`src/rtl/seq_alu_pkg.sv`:
```
// seq_alu shared definitions.
// Opcodes, FSM states and flag bit positions.
package alu_pkg;

  localparam logic [4:0] OP_NOP   = 5'd0;
  localparam logic [4:0] OP_WRITE = 5'd1;
  localparam logic [4:0] OP_READ  = 5'd2;
  localparam logic [4:0] OP_COPY  = 5'd3;
  localparam logic [4:0] OP_NOT   = 5'd4;
  localparam logic [4:0] OP_AND   = 5'd5;
  localparam logic [4:0] OP_OR    = 5'd6;
  localparam logic [4:0] OP_XOR   = 5'd7;
  localparam logic [4:0] OP_NAND  = 5'd8;
  localparam logic [4:0] OP_NOR   = 5'd9;
  localparam logic [4:0] OP_ADD   = 5'd10;
  localparam logic [4:0] OP_SUB   = 5'd11;
  localparam logic [4:0] OP_ADDI  = 5'd12;
  localparam logic [4:0] OP_SUBI  = 5'd13;
  localparam logic [4:0] OP_SHL   = 5'd14;
  localparam logic [4:0] OP_SHR   = 5'd15;
  localparam logic [4:0] OP_ASR   = 5'd16;
  localparam logic [4:0] OP_ROL   = 5'd17;
  localparam logic [4:0] OP_ROR   = 5'd18;
  localparam logic [4:0] OP_MUL   = 5'd19;

  typedef enum logic [1:0] {
    ST_IDLE,
    ST_SHIFT,
    ST_MUL
  } state_t;

  localparam int FLG_ZERO  = 0;
  localparam int FLG_NEG   = 1;
  localparam int FLG_CARRY = 2;
  localparam int FLG_OVF   = 3;
  localparam int FLG_ILL   = 4;
  localparam int FLG_N     = 5;

endpackage

```
`src/rtl/seq_alu_if.sv`:
```
// seq_alu request/result bundle.
// master issues operations, slave is the ALU.
interface seq_alu_if #(
  parameter int WIDTH = 8
);
  logic             start;
  logic [4:0]       op;
  logic [WIDTH-1:0] a;
  logic [WIDTH-1:0] b;
  logic             busy;
  logic             done;
  logic [WIDTH-1:0] result;
  logic [WIDTH-1:0] result_hi;
  logic             zero;
  logic             negative;
  logic             carry;
  logic             overflow;
  logic             illegal;

  modport master (
    output start, op, a, b,
    input  busy, done, result, result_hi,
    input  zero, negative, carry, overflow, illegal
  );

  modport slave (
    input  start, op, a, b,
    output busy, done, result, result_hi,
    output zero, negative, carry, overflow, illegal
  );
endinterface

```
`src/rtl/seq_alu_addsub.sv`:
```
// addsub_w: combinational add/subtract.
// o_carry is carry-out on add and borrow (a<b) on subtract.
module addsub_w #(
  parameter int WIDTH = 8
) (
  input  logic [WIDTH-1:0] i_a,
  input  logic [WIDTH-1:0] i_b,
  input  logic             i_sub,
  output logic [WIDTH-1:0] o_sum,
  output logic             o_carry,
  output logic             o_ovf
);
  logic [WIDTH-1:0] w_b;
  logic [WIDTH:0]   w_full;

  assign w_b    = i_sub ? ~i_b : i_b;
  assign w_full = {1'b0, i_a} + {1'b0, w_b}
                + {{WIDTH{1'b0}}, i_sub};
  assign o_sum   = w_full[WIDTH-1:0];
  assign o_carry = w_full[WIDTH] ^ i_sub;
  assign o_ovf   = (i_a[WIDTH-1] == w_b[WIDTH-1])
                && (o_sum[WIDTH-1] != i_a[WIDTH-1]);
endmodule

```
`src/rtl/seq_alu.sv`:
```
// seq_alu: multi-cycle ALU with start/busy/done handshake.
// Logic/add ops finish in IDLE; shifts and MUL iterate a bit per cycle.
module seq_alu #(
  parameter int WIDTH = 8
) (
  input  logic     clk,
  input  logic     rst,
  seq_alu_if.slave io
);
  import alu_pkg::*;

  localparam int SH_W  = $clog2(WIDTH);
  localparam int CNT_W = SH_W + 1;
  localparam logic [WIDTH-1:0] W_LIM    = WIDTH'(WIDTH);
  localparam logic [CNT_W-1:0] CNT_FULL = CNT_W'(WIDTH);

  state_t           r_state, w_state_nxt;
  logic [4:0]       r_op, w_op_nxt;
  logic [WIDTH-1:0] r_a, w_a_nxt;
  logic [WIDTH-1:0] r_w, w_w_nxt;
  logic [WIDTH-1:0] r_hi, w_hi_nxt;
  logic [CNT_W-1:0] r_cnt, w_cnt_nxt;
  logic [WIDTH-1:0] r_result, w_res_nxt;
  logic [WIDTH-1:0] r_result_hi, w_reshi_nxt;
  logic [FLG_N-1:0] r_flags, w_flags_nxt;
  logic             r_done, w_done_nxt;

  logic             w_in_mul;
  logic [WIDTH-1:0] w_as_a, w_as_b, w_sum;
  logic             w_as_sub, w_cy, w_ov;
  logic [WIDTH-1:0] w_mhi, w_mlo;
  logic [WIDTH-1:0] w_sh;
  logic             w_sh_c;
  logic [CNT_W-1:0] w_n;

  logic             w_fin;
  logic [WIDTH-1:0] w_fres, w_fhi;
  logic             w_fc, w_fv, w_fill;

  // One adder serves both the single-cycle ops and the MUL accumulator
  assign w_in_mul = (r_state == ST_MUL);
  assign w_as_a   = w_in_mul ? r_hi : io.a;
  assign w_as_b   = w_in_mul ? (r_w[0] ? r_a : '0) : io.b;
  assign w_as_sub = !w_in_mul
                 && (io.op == OP_SUB || io.op == OP_SUBI);

  addsub_w #(.WIDTH(WIDTH)) u_addsub (
    .i_a     (w_as_a),
    .i_b     (w_as_b),
    .i_sub   (w_as_sub),
    .o_sum   (w_sum),
    .o_carry (w_cy),
    .o_ovf   (w_ov)
  );

  assign w_mhi = {w_cy, w_sum[WIDTH-1:1]};
  assign w_mlo = {w_sum[0], r_w[WIDTH-1:1]};

  always_comb begin
    w_n = {1'b0, io.b[SH_W-1:0]};
    if ((io.op == OP_SHL || io.op == OP_SHR
        || io.op == OP_ASR) && io.b >= W_LIM)
      w_n = CNT_FULL;
  end

  always_comb begin
    w_sh   = r_w;
    w_sh_c = 1'b0;
    unique case (r_op)
      OP_SHL: begin
        w_sh   = {r_w[WIDTH-2:0], 1'b0};
        w_sh_c = r_w[WIDTH-1];
      end
      OP_SHR: begin
        w_sh   = {1'b0, r_w[WIDTH-1:1]};
        w_sh_c = r_w[0];
      end
      OP_ASR: begin
        w_sh   = {r_w[WIDTH-1], r_w[WIDTH-1:1]};
        w_sh_c = r_w[0];
      end
      OP_ROL: begin
        w_sh   = {r_w[WIDTH-2:0], r_w[WIDTH-1]};
        w_sh_c = r_w[WIDTH-1];
      end
      OP_ROR: begin
        w_sh   = {r_w[0], r_w[WIDTH-1:1]};
        w_sh_c = r_w[0];
      end
      default: ;
    endcase
  end

  always_comb begin
    w_state_nxt = r_state;
    w_op_nxt    = r_op;
    w_a_nxt     = r_a;
    w_w_nxt     = r_w;
    w_hi_nxt    = r_hi;
    w_cnt_nxt   = r_cnt;
    w_res_nxt   = r_result;
    w_reshi_nxt = r_result_hi;
    w_flags_nxt = r_flags;
    w_done_nxt  = 1'b0;
    w_fin       = 1'b0;
    w_fres      = '0;
    w_fhi       = '0;
    w_fc        = 1'b0;
    w_fv        = 1'b0;
    w_fill      = 1'b0;
    unique case (r_state)
      ST_IDLE: if (io.start) begin
        w_fin = 1'b1;
        unique case (io.op)
          OP_NOP:   w_fres = '0;
          OP_WRITE: w_fres = io.b;
          OP_READ,
          OP_COPY:  w_fres = io.a;
          OP_NOT:   w_fres = ~io.a;
          OP_AND:   w_fres = io.a & io.b;
          OP_OR:    w_fres = io.a | io.b;
          OP_XOR:   w_fres = io.a ^ io.b;
          OP_NAND:  w_fres = ~(io.a & io.b);
          OP_NOR:   w_fres = ~(io.a | io.b);
          OP_ADD, OP_SUB,
          OP_ADDI, OP_SUBI: begin
            w_fres = w_sum;
            w_fc   = w_cy;
            w_fv   = w_ov;
          end
          OP_SHL, OP_SHR, OP_ASR,
          OP_ROL, OP_ROR: begin
            // zero-length shift completes without leaving IDLE
            w_fres = io.a;
            if (w_n != '0) begin
              w_fin       = 1'b0;
              w_state_nxt = ST_SHIFT;
              w_op_nxt    = io.op;
              w_w_nxt     = io.a;
              w_cnt_nxt   = w_n;
            end
          end
          OP_MUL: begin
            w_fin       = 1'b0;
            w_state_nxt = ST_MUL;
            w_op_nxt    = io.op;
            w_a_nxt     = io.a;
            w_w_nxt     = io.b;
            w_hi_nxt    = '0;
            w_cnt_nxt   = CNT_FULL;
          end
          default: w_fill = 1'b1;
        endcase
      end
      ST_SHIFT: begin
        w_w_nxt   = w_sh;
        w_cnt_nxt = r_cnt - 1'b1;
        if (r_cnt == CNT_W'(1)) begin
          w_fin       = 1'b1;
          w_fres      = w_sh;
          w_fc        = w_sh_c;
          w_state_nxt = ST_IDLE;
        end
      end
      ST_MUL: begin
        w_hi_nxt  = w_mhi;
        w_w_nxt   = w_mlo;
        w_cnt_nxt = r_cnt - 1'b1;
        if (r_cnt == CNT_W'(1)) begin
          w_fin       = 1'b1;
          w_fres      = w_mlo;
          w_fhi       = w_mhi;
          w_fv        = (w_mhi != '0);
          w_state_nxt = ST_IDLE;
        end
      end
      default: w_state_nxt = ST_IDLE;
    endcase
    if (w_fin) begin
      w_done_nxt             = 1'b1;
      w_res_nxt              = w_fres;
      w_reshi_nxt            = w_fhi;
      w_flags_nxt            = '0;
      w_flags_nxt[FLG_ZERO]  = (w_fres == '0);
      w_flags_nxt[FLG_NEG]   = w_fres[WIDTH-1];
      w_flags_nxt[FLG_CARRY] = w_fc;
      w_flags_nxt[FLG_OVF]   = w_fv;
      w_flags_nxt[FLG_ILL]   = w_fill;
    end
  end

  always_ff @(posedge clk or posedge rst) begin
    if (rst) begin
      r_state     <= ST_IDLE;
      r_op        <= '0;
      r_a         <= '0;
      r_w         <= '0;
      r_hi        <= '0;
      r_cnt       <= '0;
      r_result    <= '0;
      r_result_hi <= '0;
      r_flags     <= '0;
      r_done      <= 1'b0;
    end else begin
      r_state     <= w_state_nxt;
      r_op        <= w_op_nxt;
      r_a         <= w_a_nxt;
      r_w         <= w_w_nxt;
      r_hi        <= w_hi_nxt;
      r_cnt       <= w_cnt_nxt;
      r_result    <= w_res_nxt;
      r_result_hi <= w_reshi_nxt;
      r_flags     <= w_flags_nxt;
      r_done      <= w_done_nxt;
    end
  end

  assign io.busy      = (r_state != ST_IDLE);
  assign io.done      = r_done;
  assign io.result    = r_result;
  assign io.result_hi = r_result_hi;
  assign io.zero      = r_flags[FLG_ZERO];
  assign io.negative  = r_flags[FLG_NEG];
  assign io.carry     = r_flags[FLG_CARRY];
  assign io.overflow  = r_flags[FLG_OVF];
  assign io.illegal   = r_flags[FLG_ILL];
endmodule

```
`src/flat_wrapper.sv`:
```
// flat-port wrapper written by rule: the top's interface ports become plain ports
module seq_alu_flat import alu_pkg::*;
#(
  parameter int WIDTH = 8
)
  (clk, rst, io_start, io_op, io_a, io_b, io_busy, io_done, io_result, io_result_hi, io_zero, io_negative, io_carry, io_overflow, io_illegal);
  seq_alu_if #(.WIDTH(WIDTH)) io_i ();
  input  logic clk;
  input  logic rst;
  input wire logic [$bits(io_i.start)-1:0] io_start;
  input wire logic [$bits(io_i.op)-1:0] io_op;
  input wire logic [$bits(io_i.a)-1:0] io_a;
  input wire logic [$bits(io_i.b)-1:0] io_b;
  output wire logic [$bits(io_i.busy)-1:0] io_busy;
  output wire logic [$bits(io_i.done)-1:0] io_done;
  output wire logic [$bits(io_i.result)-1:0] io_result;
  output wire logic [$bits(io_i.result_hi)-1:0] io_result_hi;
  output wire logic [$bits(io_i.zero)-1:0] io_zero;
  output wire logic [$bits(io_i.negative)-1:0] io_negative;
  output wire logic [$bits(io_i.carry)-1:0] io_carry;
  output wire logic [$bits(io_i.overflow)-1:0] io_overflow;
  output wire logic [$bits(io_i.illegal)-1:0] io_illegal;
  assign io_i.start = io_start;
  assign io_i.op = io_op;
  assign io_i.a = io_a;
  assign io_i.b = io_b;
  assign io_busy = io_i.busy;
  assign io_done = io_i.done;
  assign io_result = io_i.result;
  assign io_result_hi = io_i.result_hi;
  assign io_zero = io_i.zero;
  assign io_negative = io_i.negative;
  assign io_carry = io_i.carry;
  assign io_overflow = io_i.overflow;
  assign io_illegal = io_i.illegal;
  seq_alu #(.WIDTH(WIDTH)) u_core (.clk(clk), .rst(rst), .io(io_i));
endmodule
```
`config.mk`:
```
export PLATFORM = sky130hd
export DESIGN_NAME = seq_alu_flat
export DESIGN_NICKNAME = d
export VERILOG_FILES = /design/src/rtl/seq_alu_pkg.sv /design/src/rtl/seq_alu_if.sv /design/src/rtl/seq_alu_addsub.sv /design/src/rtl/seq_alu.sv /design/src/flat_wrapper.sv
export SDC_FILE = /design/constraint.sdc
export NUM_CORES = 1
export LEC_CHECK = 0
export ABC_AREA = 1
export BUFFER_PORTS_ARGS = -buffer_cell sky130_fd_sc_hd__buf_2
export CAP_MARGIN = 20
export CORE_MARGIN = 4
export CORE_UTILIZATION = 40
export DETAILED_ROUTE_END_ITERATION = 6
export GPL_TIMING_DRIVEN = 0
export MAX_ROUTING_LAYER = met4
export PLACE_DENSITY_LB_ADDON = 0.2
export SYNTH_ARGS = -nofsm -noshare
export SYNTH_HDL_FRONTEND = slang
export SYNTH_SLANG_ARGS = --single-unit
```
`constraint.sdc`:
```
create_clock -name clk -period 4.7 [get_ports clk]
set_input_delay 0.705 -clock clk [delete_from_list [all_inputs] [get_ports clk]]
set_output_delay 0.705 -clock clk [all_outputs]
set_load 0.01 [all_outputs]
```
==> results of run 1 <==
## final cells by class
type	count	area, um2	share of cell area (%)
inverter	91	341.6	6.556
timing repair buffer	47	250.2	4.803
clock inverter	3	25.02	0.4803
sequential	56	1401	26.90
buffer	14	62.56	1.201
tap	143	178.9	3.434
clock buffer	5	125.1	2.402
multi-input combinational	541	2825	54.23
## how the worst max path moves through the flow
stage,startpoint,to,slack [ps],cells past startpoint
global placement,u_core.r_state[0],u_core.r_flags[0],700,24
floorplan,u_core.r_state[0],u_core.r_flags[3],1520,23
global route,u_core.r_state[0],u_core.r_flags[3],240,23
detailed placement,u_core.r_state[0],u_core.r_flags[0],690,24
CTS,u_core.r_state[0],u_core.r_flags[0],660,24
finish,u_core.r_state[0],u_core.r_flags[0],620,24
## power breakdown
group	switching (mW)	total (mW)	internal [mW]
Clock	0.188	0.390	0.202
Combinational	0.722	1.09	0.365
Sequential	0.106	0.742	0.636
Total	1.02	2.22	1.20
## sequential cells by signal, summed over array words and instances (netlist names)
signal and cells:
u_core.r_op 5, u_core.io.result 7, u_core.r_flags 5, u_core.r_w 8, u_core.r_a 8, u_core.r_hi 8, u_core.io.result_hi 8, u_core.io.done 1
u_core.r_cnt 4, u_core.r_state 2
## stage by stage
stage	total power, mW	instances
6_report	2.219	900
4_1_cts	2.219	900
5_1_grt	2.416	900
3_3_place_gp	1.795	891
3_5_place_dp	1.823	892
2_1_floorplan	1.493	702
## cells in the final DEF, fill, tap and decap left out, drive strengths merged, types with 9 or more instances in the layout
cell	synthesis	final
nand2	236	236
inv	89	91
o21ai	68	68
nor2	61	61
dfrtp	56	56
buf	7	54
nand3	46	46
ha	30	30
a21oi	25	25
clkbuf	7	12
o22ai	11	11
nand4	9	9
## layer usage
metal	vias up	wire [um]	track usage, %
met5	-	0	-
met4	0	180	5.556
met3	13	966	2.715
met1	2247	6712	31.86
li1	2407	-	-
met2	170	6273	34.22
## cell families after synthesis
family,after synthesis
and+or+nand+nor,361
AOI/OAI and AO/OA,137
buffers and inverters,105
DFF,56
adders and majority gates,31
xor gates and xnor gates,12
==> results.cfg, run 1 <==
[run_status]
run_status = finished clean

[logic_synthesis]
yosys.area_share.adder_pct = 8.538
synthXorXnorAreaFrac_pct = 2.270
synth_top_family_by_area = simple AND/OR/NAND/NOR gates
ys_ff_latch = 56
netlist_instances = 702
synth_cell_type_count = 43
synth-edff-count = 0
yosys-top-cells-count = 231 x nand2_1, 86 x inv_1, 65 x o21ai_0
synth_top_area_cell = dfrtp_1
synthArstFlopShare_pct = 100.0
synth.area.top_cells = dfrtp_1 30%, nand2_1 19%, ha_1 8.1%
yosys.area_share.simple_pct = 32.91
syn_area_per_cell_um2 = 6.596
synth_top_area_share_pct = 30.26
syn_area_um2 = 4631
synth_compound_area_share_pct = 17.29
synth_ff_type = dfrtp_1
ys_warn_count = 0
yosys.cell_count.top_type = nand2_1
synth_nets = 757
synth_mux_area_share_pct = 0
ys_seq_area_share_pct = 30.26

[clocking]
cts_max_path_buffers = 2
holdBufCountCts = 0
cts_tree = done
root_buffer = clkbuf_16
cts-resized-gates = 0
cts_setup_buffers = 0
cts_buffers = 5
insertion_delay_ps = 300
path_clk_slew_ps = 80
cts_sinks = 56
htree_levels = 2

[timing]
setup_violations = 0
finalMaxSlewViolations = 0
finalCritPeriodShare_pct = 86.73
worst_slack_ps = 623.6
clock_skew_ps = 6.861
rsz0062_at_grt = false
hold_violations = 0
max-slew-margin-rel_pct = 54.58
tns_ps = 0
fmax_mhz = 245.3
fin_hold_ws_ps = 430.8
min_period_ps = 4076
max_slew.worst_pin.slew_ps = 678.7

[critical_path]
cp.required_ps = 4940
ff2ff_setup_slack_ps = 620
worstPathCellList = inv_1 -> ha_1 -> buf_2 -> clkbuf_1 -> buf_1 -> clkbuf_1 -> o21ai_0 -> ha_1 -> nand2_1 -> nand2_1 -> inv_1 -> nand2_1 -> nand2_1 -> nand2_1 -> inv_1 -> nand2_1 -> nand3_1 -> nand2_1 -> nand3_1 -> nor2_1 -> nand3_1 -> nor3_2 -> nand2_1 -> nand2_1
cp_max_fo = 10
path_class = reg2reg
slowest_stage = clkbuf_1
cp_num_buf_inv = 7
crit_top_cell = nand2_1
rr_startpoint = u_core.r_state[0]
ff2ff_path_depth = 24
slowest_delay_ps = 430
critPathLaunchType = flip-flop
reg2reg_to = u_core.r_flags[0]
critPathArrivalTime_ps = 4320
endpoint_kind = flip-flop
critPathTopFamily = buffers and inverters

[floorplanning]
die_width_um = 115.6
fp.dieH_um = 115.6
io_pins = 47
start_util_pct = 40.73
dieArea_um2 = 13360
num_rows = 39
coreArea_um2 = 11370

[routing]
vias = 4837
post_drt_wl_per_cell_um = 15.70
drt_iter0_markers = 365
viasPerCell = 5.374
drc = 0
first_pass_iters = 5
drt-total-wl_mm = 14.13
ant_nets = 0

[flow_run]
cap_viol_max_count = 0

[place]
port_buffers = 46
place_worst_setup_slack_ps = 689.3
hpwl_mm = 11.33
gp_congestion = 0.9826
placed_area_um2 = 5060

[global_routing]
grt_pass1_wl_mm = 23.06
grt.total_usage_pct = 22.47
grt_pass1_vias = 4479
grt_max_degree = 36
antenna_found_initial = 0
grt_remaining_overflow = 0

[layout]
fin_nets = 811
final_area_um2 = 5210
area_growth_pct = 12.51
drive_gt1_share_pct = 10.83
fillers = 1222
fin_util_pct = 45.82
antenna_cells = 0

[pwr]
power.leakage_nw = 2.653
p_per_area_nw_per_um2 = 425.9
irDropWorstVdd_v = 0.0002115

[worst_hold_path]
hold_class = in2async
Power figures use the tool's default switching activity.
==> run 2: changes to the inputs <==
--- a/config.mk
+++ b/config.mk
@@ -13,7 +13,8 @@
 export DETAILED_ROUTE_END_ITERATION = 6
 export GPL_TIMING_DRIVEN = 0
 export MAX_ROUTING_LAYER = met4
-export PLACE_DENSITY_LB_ADDON = 0.2
+export PLACE_DENSITY_LB_ADDON = 0.25
+export REMOVE_ABC_BUFFERS = 1
 export SYNTH_ARGS = -nofsm -noshare
 export SYNTH_HDL_FRONTEND = slang
 export SYNTH_SLANG_ARGS = --single-unit
==> run 2 against run 1 <==
Effect of this change:
- sequential cell count stayed put
- worst hold slack worse by 53 ps
- via count is 0.76% lower
- clock-buffer cell count stayed put
- sequential share of layout area is 0.084 points lower
- non-clock buffer count is 12 lower
- combinational power hardly changed
- largest cell class unchanged
==> results.cfg, run 2 (same netlist as run 1, synthesis figures left out) <==
[clocking]
root_buffer = clkbuf_16
cts_tree = done
cts_max_path_buffers = 2
path_clk_slew_ps = 70
cts_sinks = 56
htree_levels = 2
cts_setup_buffers = 0
insertion_delay_ps = 300
cts-resized-gates = 0
cts_buffers = 5
holdBufCountCts = 0

[timing]
finalCritPeriodShare_pct = 85.01
setup_violations = 0
finalMaxSlewViolations = 0
min_period_ps = 3995
tns_ps = 0
hold_violations = 0
max_slew.worst_pin.slew_ps = 835.3
fmax_mhz = 250.3
clock_skew_ps = 6.206
max-slew-margin-rel_pct = 44.11
rsz0062_at_grt = false
worst_slack_ps = 704.7

[layout]
multi_input_area_um2 = 2825
fin_nets = 799
fin_cells = 888
final_common_cell = nand2_1
drive_gt1_share_pct = 10.47
area_growth_pct = 12.86
fillers = 1206
antenna_cells = 0
mostFrequentLayoutCells = 231 x nand2_1, 85 x inv_1, 65 x o21ai_0, 57 x nor2_1, 56 x dfrtp_1
seq_area_um2 = 1401

[worst_hold_path]
hold_class = in2async

[place]
port_buffers = 46
dp_cells = 879
gp_congestion = 0.9204
hpwl_mm = 10.86
place_worst_setup_slack_ps = 747.0

[pwr]
combPwrFrac_pct = 46.5
p_sw_share_pct = 43.81
irDropWorstVdd_v = 0.0001921
p_per_area_nw_per_um2 = 441.0
seqPwrFrac_pct = 32.0
internal_power_mw = 1.295
pwr-share-clk_pct = 21.6
p_switching_mw = 1.010
power.leakage_nw = 2.658

[global_routing]
grt_pass1_vias = 4511
grt_max_degree = 41
grt.total_usage_pct = 22.40
antenna_found_initial = 0
grt_remaining_overflow = 0
grt_pass1_wl_mm = 23.16

[routing]
first_pass_iters = 5
drt_iter0_markers = 454
drt-total-wl_mm = 14.02
ant_nets = 0
vias = 4800
viasPerCell = 5.405
drc = 0
post_drt_wl_per_cell_um = 15.78

[critical_path]
endpoint_kind = flip-flop
cp.required_ps = 4940
cp_max_fo = 29
path_class = reg2reg
critPathLaunchType = flip-flop
critPathArrivalTime_ps = 4240

[floorplanning]
dieArea_um2 = 13360
num_rows = 39
io_pins = 47
start_util_pct = 40.73
coreArea_um2 = 11370
fp.dieH_um = 115.6
die_width_um = 115.6

[flow_run]
cap_viol_max_count = 0

[run_status]
run_status = finished clean
run 2: cell count changes in the layout (fill, tap and decap cells not counted):
cell,change
buf_16,+1
buf_2,-5
clkbuf_1,-7
inv_6,-1
clkinvlp_4,-1
buf_1,-1
bufinv_16,+2
run 2: final timing paths:
path,from,endpoint,depth (start not counted),slack (ps)
max,u_core.r_state[0],u_core.r_flags[0],23,700
min,rst,u_core.r_flags[3],2,380
max reg2reg,u_core.r_state[0],u_core.r_flags[0],23,700
min reg2reg,u_core.r_flags[0],u_core.r_flags[0],2,480
max in group asynchronous,rst,u_core.r_w[0],3,3780
min in group clk,u_core.r_flags[0],u_core.r_flags[0],2,480
run 2: critical path, stage by stage (launching register included):
cell and delay (ps):
dfrtp_1 400, inv_1 100, ha_1 350, buf_16 230, inv_1 450, nand3_4 280, nand2_2 170, nand2_1 80
fa_1 480, inv_1 100, nand3_1 100, nand2_1 90, nand2_1 50, nand2_1 120, inv_1 100, nand2_1 70
nand3_1 100, nand2_1 110, nand3_1 100, nor2_1 110, nand3_1 100, nor3_2 100, nand2_1 70, nand2_1 50
run 2: final cells by class:
class / count / share of cell area, %
clock inverters: 3 / 1.317
well taps: 143 / 3.424
flip-flops and latches: 56 / 26.81
clock buffers: 5 / 2.394
inverters: 91 / 6.536
repair buffers: 49 / 5.458
multi-input cells: 541 / 54.06
run 2: routing by layer:
layer / GRT usage (%) / part of all wire [%]
met5: - / 0
met4: 5.243 / 1.0
met3: 2.559 / 7.8
met2: 35.15 / 45
met1: 31.13 / 46
run 2: through the flow:
step	total power, mW	hold slack (ps)	cell area (um2)	util, %
after floorplan	1.471	451.5	4568	-
after global placement	1.764	459.4	4977	43.78
after detailed placement	1.795	464.0	5025	44.20
after CTS	2.299	390.1	5219	45.90
after global routing	2.490	412.6	5226	45.97
final	2.305	378.1	5226	45.97
run 2: power groups by stage:
stage               registers [mW]  logic, mW  clock network, mW
floorplan                    0.749      0.722                  0
global placement             0.738       1.03                  0
finish                       0.737       1.07              0.497
global route                 0.758       1.20              0.530
detailed placement           0.743       1.05                  0
CTS                          0.735       1.06              0.506
